`src/rtl/irq_ctrl_pkg.sv`:
```
// Shared definitions for the interrupt controller: register offsets, FSM states,
// claim-ID width and the MMIO byte-swap helper.
package irq_ctrl_pkg;

  localparam int ID_W = 8;

  localparam logic [2:0] IRQC_PENDING  = 3'd0;
  localparam logic [2:0] IRQC_ENABLE   = 3'd1;
  localparam logic [2:0] IRQC_CLAIM    = 3'd2;
  localparam logic [2:0] IRQC_COMPLETE = 3'd3;
  localparam logic [2:0] IRQC_MODE     = 3'd4;
  localparam logic [2:0] IRQC_STATUS   = 3'd5;

  typedef enum logic {
    IRQC_IDLE    = 1'b0,
    IRQC_SERVICE = 1'b1
  } irqc_state_e;

  // The MMIO bus presents register fields with byte order reversed.
  function automatic logic [31:0] byte_swap(input logic [31:0] x);
    return {x[7:0], x[15:8], x[23:16], x[31:24]};
  endfunction

endpackage

```
`src/rtl/irq_prio_enc.sv`:
```
// Lowest-index-first priority encoder: reports index+1 of the lowest set request,
// or 0 when no request is set.
module irq_prio_enc
  import irq_ctrl_pkg::*;
#(
  parameter int NSRC = 8
) (
  input  logic [NSRC-1:0] req_i,
  output logic [ID_W-1:0] id_o
);

  always_comb begin
    id_o = '0;
    // Walk downward so the lowest set index is the last one written.
    for (int i = NSRC - 1; i >= 0; i--) begin
      if (req_i[i]) id_o = ID_W'(i + 1);
    end
  end

endmodule

```
`src/rtl/irq_ctrl.sv`:
```
// MMIO interrupt controller: latches edge/level source requests as pending, masks
// them with enable, and runs a claim/complete handshake with the CPU.
module irq_ctrl
  import irq_ctrl_pkg::*;
#(
  parameter int NSRC = 8
) (
  input  logic            clk,
  input  logic            rst,
  input  logic [2:0]      a,
  input  logic [31:0]     d,
  input  logic            we,
  output logic [31:0]     spo,
  input  logic [NSRC-1:0] src_irq,
  output logic            irq_out
);

  logic [NSRC-1:0] pending_q, pending_d;
  logic [NSRC-1:0] enable_q, enable_d;
  logic [NSRC-1:0] mode_q, mode_d;
  logic [NSRC-1:0] src_q;
  logic [ID_W-1:0] in_svc_q, in_svc_d;
  irqc_state_e     state_q, state_d;
  logic            irq_q, irq_d;

  logic [31:0]     wr_field;
  logic [31:0]     rd_field;
  logic [ID_W-1:0] best_id;
  logic [NSRC-1:0] set_v;
  logic [NSRC-1:0] clr_v;
  logic            claim_ok;
  logic            complete_ok;

  assign wr_field = byte_swap(d);

  // Level sources set every cycle they are high; edge sources only on a 0->1 step.
  assign set_v = src_irq & (mode_q | ~src_q);

  irq_prio_enc #(.NSRC(NSRC)) u_prio_enc (
    .req_i (pending_q & enable_q),
    .id_o  (best_id)
  );

  assign claim_ok    = we && (a == IRQC_CLAIM) && (best_id != '0)
                       && (wr_field == 32'(best_id));
  assign complete_ok = we && (a == IRQC_COMPLETE) && (wr_field == 32'(in_svc_q));

  always_comb begin
    state_d  = state_q;
    in_svc_d = in_svc_q;
    irq_d    = 1'b0;
    clr_v    = '0;
    unique case (state_q)
      IRQC_IDLE: begin
        irq_d = (best_id != '0);
        if (claim_ok) begin
          clr_v    = NSRC'(1) << (best_id - 1'b1);
          in_svc_d = best_id;
          irq_d    = 1'b0;
          state_d  = IRQC_SERVICE;
        end
      end
      IRQC_SERVICE: begin
        if (complete_ok) begin
          in_svc_d = '0;
          state_d  = IRQC_IDLE;
        end
      end
    endcase
  end

  // A fresh set on the claim edge must survive the claim-clear.
  assign pending_d = (pending_q & ~clr_v) | set_v;
  assign enable_d  = (we && a == IRQC_ENABLE) ? wr_field[NSRC-1:0] : enable_q;
  assign mode_d    = (we && a == IRQC_MODE)   ? wr_field[NSRC-1:0] : mode_q;

  always_ff @(posedge clk or posedge rst) begin
    if (rst) begin
      pending_q <= '0;
      enable_q  <= '0;
      mode_q    <= '0;
      src_q     <= '0;
      in_svc_q  <= '0;
      state_q   <= IRQC_IDLE;
      irq_q     <= 1'b0;
    end else begin
      pending_q <= pending_d;
      enable_q  <= enable_d;
      mode_q    <= mode_d;
      src_q     <= src_irq;
      in_svc_q  <= in_svc_d;
      state_q   <= state_d;
      irq_q     <= irq_d;
    end
  end

  always_comb begin
    rd_field = '0;
    case (a)
      IRQC_PENDING: rd_field[NSRC-1:0] = pending_q;
      IRQC_ENABLE:  rd_field[NSRC-1:0] = enable_q;
      IRQC_CLAIM:   rd_field[ID_W-1:0] = best_id;
      IRQC_MODE:    rd_field[NSRC-1:0] = mode_q;
      IRQC_STATUS:  rd_field[15:0]     = {in_svc_q, 7'b0, state_q};
      default:      rd_field           = '0;
    endcase
  end

  assign spo     = byte_swap(rd_field);
  assign irq_out = irq_q;

endmodule

```
`config.mk`:
```
export PLATFORM = sky130hd
export DESIGN_NAME = irq_ctrl
export DESIGN_NICKNAME = d
export VERILOG_FILES = /design/src/rtl/irq_ctrl_pkg.sv /design/src/rtl/irq_prio_enc.sv /design/src/rtl/irq_ctrl.sv
export SDC_FILE = /design/constraint.sdc
export NUM_CORES = 1
export LEC_CHECK = 0
export ABC_CLOCK_PERIOD_IN_PS = 9500
export CAP_MARGIN = 20
export CORE_MARGIN = 4
export CORE_UTILIZATION = 50
export CTS_BUF_LIST = sky130_fd_sc_hd__clkbuf_8 sky130_fd_sc_hd__clkbuf_16
export DETAILED_ROUTE_END_ITERATION = 6
export PLACE_DENSITY_LB_ADDON = 0.08
export SYNTH_ARGS = -nofsm -noshare
export SYNTH_HDL_FRONTEND = slang
export SYNTH_SLANG_ARGS = --single-unit
```
`constraint.sdc`:
```
create_clock -name clk -period 9.5 [get_ports clk]
set_input_delay 1.9 -clock clk [delete_from_list [all_inputs] [get_ports clk]]
set_output_delay 1.9 -clock clk [all_outputs]
set_load 0.005 [all_outputs]
```
# Yosys cells after proc, flatten, opt, wreduce, memory -nomap -nowiden
# Index checks and enable logic that the tools add are counted.
# Widths: inputs -> output; s select.
[op_classes] addsub=1 n_mux=20 n_eq_ne=9 n_mul=0 order_cmp=0 div=0 reduce_logical=10 n_bitwise=8 n_shift=1
[op_table] op="$eq 32x8->1" count=2
[op_table] op="$mux 8" count=5
[op_table] op="$pmux 8 s5" count=1
[op_table] op="$mux 4" count=8
[op_table] op="$and 8x8->8" count=3
[op_table] op="$not 8->8" count=2
[op_table] op="$or 8x8->8" count=2
[op_table] op="$pmux 8 s2" count=1
[op_table] op="$reduce_bool 8->1" count=1
[op_table] op="$shl 1x8->8 const A" count=1
[op_table] op="$sub 8x1->8 const B" count=1
[op_table] op="$logic_and 1x1->1" count=7
[op_table] op="$eq 3x2->1 const B" count=2
[op_table] op="$eq 3x3->1 const B" count=2
[op_table] op="$mux 1" count=4
[op_table] op="$eq 3x1->1 const B" count=1
[op_table] op="$logic_not 3->1" count=1
[op_table] op="$ne 2x1->1 const B" count=1
[op_table] op="$ne 2x2->1 const B" count=1
[op_table] op="$pmux 1 s2" count=1
[op_table] op="$reduce_and 2->1" count=1
[op_table] op="$not 1->1" count=1
[word_totals] rom_bits=0 latchBits=0 memories=0 out_inout_bits=33 inputBits=46 elab_cells=56 reg_bits=42 ramBits=0

# Longest topological paths before layout
[logic_depth] depth_word=17 mapped_depth=10 ltp_nobuf=10

# Hierarchy
# Synthesis repeated with hierarchy kept, for this count alone.
[hier_totals] hier_cells=289 hier_area_um2=2681.3
[modules_own_cells] module="irq_ctrl" area_each_um2=2576.2 cells_per_inst=272 seq_area_each_um2=1051.0 n_inst=1
[modules_own_cells] module="irq_prio_enc" area_each_um2=105.1 cells_per_inst=17 seq_area_each_um2=0.0 n_inst=1

# Worst setup path before layout
# Ideal clock, no wire load.
[synth_timing] path_kind="input to output" from="input a[0]" to="output spo[28]" path_slack_ns=4.611 stages=6 arrival_time_ns=2.989 required_ns=7.600 path_cell_list="clkbuf_1 > clkbuf_1 > mux2i_1 > nor2_1 > a21oi_1 > nor2_1"
[synth_between] elab_chain_cells=2 word_cells_on_any_way=6 classes_between="eq/ne (4); mux (1); reduce/logical (1)"
[synth_rtl] item="start: declaration" line="irq_ctrl.sv:10" source="input logic [2:0] a,"
[synth_rtl] item="$eq 3x3->1 (tied with other cells)" line="irq_ctrl.sv:99" source="case (a)"
[synth_rtl] item="$pmux 8 s5 *" line="irq_ctrl.sv:99"
[synth_rtl] item="end: declaration" line="irq_ctrl.sv:13" source="output logic [31:0] spo,"
# Mark *: on every way between the ends. The rest lies on a longest branch, timed or not.

# Worst setup path in the final report
[layout_timing] from="input a[0]" to="output spo[24]"
# Same word-level chain as after synthesis.

==> run_results.csv <==
group,metric,value,unit
run_status,status,"complete, no violations",
power,power_frac_seq,0.409,
synthesis,synth_enable_flop_cells,0,
cts,cts.sinks,38,
cts,tritoncts.num_buffers,5,
critical_path,crit_fanout,19,
cts,cts_hold_buf,0,
placed_design,gp_congestion,0.916,
die,dieWidth,76.6,um
routing,avgRoutedWirePerCell,17.0,um
final_layout,drive_gt1_frac,0.110,
cts,clockRootBuffer,"clkbuf_8",
critical_path,cpPeakStageDelay,0.99,ns
critical_path,criticalPathCategory,"in2out",
critical_path,slowest_stage,"clkdlybuf4s50_1",
synthesis,ys_seq_area_frac,0.404,
sta,clock_skew,0.0106,ns
power,combPwrFrac,0.301,
grt,grt_pass1_wl,9260,um
cts,cts_tree,"built",
routing,drtPass1Iterations,4,
grt,grt_max_degree,39,
synthesis,synth-warning-count,0,
die,core_region_area,4440,um2
synthesis,synth_top_flop_cell,"dfrtp_1",
grt,grt_antenna_before_repair,0,
placed_design,dp_slack,3.50,ns
worst_hold_path,hold_depth,1,
cts,post-cts-setup-buffers,0,
sta,fmax,167,MHz
placed_design,placed_area,2910,um2
critical_path,reg2reg_depth,10,
die,die_h,76.6,um
synthesis,yosys.area.top_type_share,0.404,
grt,grt.overflow.total,0,
placed_design,io_buffers,58,
synthesis,postSynthAreaPerCell,10.1,um2
cts,path_clk_slew,0.07,ns
cts,h-tree-depth,2,
die,die_area,5870,um2
power,p_per_area,158,nW/um2
sta,rsz0062_at_grt,"no",
die,start_util,0.530,
cts,cts_buffer_depth,2,
sta,timing.hold.ws,0.535,ns
cts,cts-resized-gates,0,
critical_path,cp_num_cells,5,
flow_run,maxCapViolations,0,
sta,relSlewSlack,0.324,
critical_path,cpLargestDelayFamily,"buffers and inverters",
sta,tightest_slew,1.01,ns
critical_path,crit_chain,"clkdlybuf4s50_1, mux4_2, nand2_1, o41ai_1, clkdlybuf4s50_1",
critical_path,critPathBufInv,2,
sta,fin_crit_sh,0.632,
critical_path,required,7.60,ns
final_layout,fin_cells,344,
critical_path,cp.arrival,4.11,ns
routing,wl,5850,um
worst_hold_path,hp-class,"reg2reg",
power,sw_frac_of_total,0.299,
power,intPower,335,uW
routing,first_iter_violations,192,
grt,track_usage,0.198,
synthesis,netlist_instances,232,
sta,hold_violations,0,
die,rows,24,
critical_path,cp-end-kind,"output pin",
sta,fin_crit,6.01,ns
synthesis,ys_top_cells_by_area,"dfrtp_1, mux2_2, buf_4",
power,p_switching,143,uW
sta,worst_slack,3.49,ns
synthesis,synth_top_cell_by_area,"dfrtp_1",
synthesis,netlist_area,2350,um2
power,power.leakage,1.23,nW
final_layout,fillCellCount,367,
routing,ant_nets,0,
placed_design,dp_cells,337,
routing,drc,0,
final_layout,final_core_util,0.681,
final_layout,antenna_cells,0,
placed_design,hpwl,4510,um
sta,finalSetupTns,0,ns
cts,clk_latency,0.29,ns
final_layout,nets,341,
final_layout,final_area,3030,um2
routing,vias,1981,
routing,drt-vias-per-instance,5.76,
critical_path,critPathLaunchType,"primary input",
power,power,478,uW
synthesis,ys_types,49,
sta,slew_viol_final,0,
final_layout,area_delta_synth_final,28.5,%
critical_path,crit_top_cell,"clkdlybuf4s50_1",
sta,setup_viol_count_final,0,
synthesis,synth-seq-cells,38,
grt,grt_pass1_vias,1894,
die,pin_count,79,
power,peakVddDrop,0.000125,V
synthesis,async_flop_share,1.00,
power,p_clk_frac,0.289,
[flip-flops by register name, indices dropped and copies added (netlist names)]
name / cells
pending_q: 8
src_q: 8
enable_q: 8
mode_q: 8
state_q: 1
in_svc_q: 4
irq_out: 1
[power by group through the flow]
stage	logic [mW]	clock network (mW)	registers (mW)
6_report	0.144	0.138	0.196
5_1_grt	0.158	0.147	0.198
4_1_cts	0.143	0.141	0.195
3_5_place_dp	0.142	0	0.198
3_3_place_gp	0.140	0	0.198
2_1_floorplan	0.0981	0	0.194
[Yosys cell counts, types with 2 or more instances]
cell type and n:
dfrtp_1 38, nor4_1 7, xor2_1 5, a22oi_1 2, o22a_1 2, nand4_1 7
buf_4 20, a211oi_1 2, clkbuf_1 6, nand2b_1 9, a22o_1 11, mux2i_1 11
o2111ai_1 2, or3_1 5, xnor2_1 2, nor3_1 4, nor2b_1 4, nand3_1 3
nor2_1 13, o21ai_0 3, nand2_1 15, or4_1 4, ha_1 3, and3_1 6
a21oi_1 4, inv_1 5, mux2_2 16, o21ai_2 2
[worst paths after layout]
check                                        from                 endpoint  slack, ns
max in group asynchronous                     rst  enable_q[7]$_DFFE_PP0P_       7.15
max                                          a[0]                  spo[24]       3.49
min reg2reg                 mode_q[6]$_DFFE_PP0P_    mode_q[6]$_DFFE_PP0P_       0.54
max reg2reg                pending_q[2]$_DFF_PP0_   pending_q[6]$_DFF_PP0_       5.77
min in group asynchronous                     rst  enable_q[2]$_DFFE_PP0P_       2.02
min                         mode_q[6]$_DFFE_PP0P_    mode_q[6]$_DFFE_PP0P_       0.54
[metal layers]
metal  up-vias  wire length (um)  GRT usage
met5         -                 0          0
met1       965              2590      0.276
li1        946                 -          -
met2        64              2870      0.321
met3         6               336     0.0355
met4         0                48     0.0471
[kinds of logic (layout without fill, tap and decap cells)]
logic type                 count (synthesis)  count (layout)  synth area share
AOI/OAI and AO/OA                         42              42             0.142
other                                      1              20           0.00159
xor gates and xnor gates                   7               7            0.0260
muxes                                     28              28             0.133
DFF                                       38              38             0.404
buffers and inverters                     31              72            0.0813
adders and majority gates                  3               3            0.0159
and+or+nand+nor                           82              82             0.196
[cell type report]
class                   instances  area, um2  share of cell area
multi-input cells             182       1280               0.424
flip-flops and latches         38        951               0.314
repair buffers                 60        596               0.197
clock buffers                   6       82.6              0.0273
well taps                      52       65.1              0.0215
clock inverters                 1       30.0             0.00992
inverters                       5       18.8             0.00620
[worst register-to-register path: cells and delay by family (launching register included)]
kind                       cells  cell delay (ns)
and+or+nand+nor                6             1.33
AOI/OAI and AO/OA              3             1.60
adders and majority gates      1             0.23
DFF                            1             0.45
[cell usage in the layout, fill, tap and decap left out, types with 3 or more instances in the layout]
cell type        netlist  final
clkdlybuf4s50_1        0     58
dfrtp_1               38     38
conb_1                 1     20
mux2_2                16     16
nand2_1               15     15
nor2_1                13     13
a22o_1                11     11
mux2i_1               11     11
nand2b_1               9      9
nand4_1                7      7
nor4_1                 7      7
and3_1                 6      6
clkbuf_8               0      6
inv_1                  5      5
xor2_1                 5      5
or3_1                  5      5
nor2b_1                4      4
nor3_1                 4      4
or4_1                  4      4
a21oi_1                4      4
o21ai_0                3      3
nand3_1                3      3
ha_1                   3      3
(Power assumes the default switching activity.)
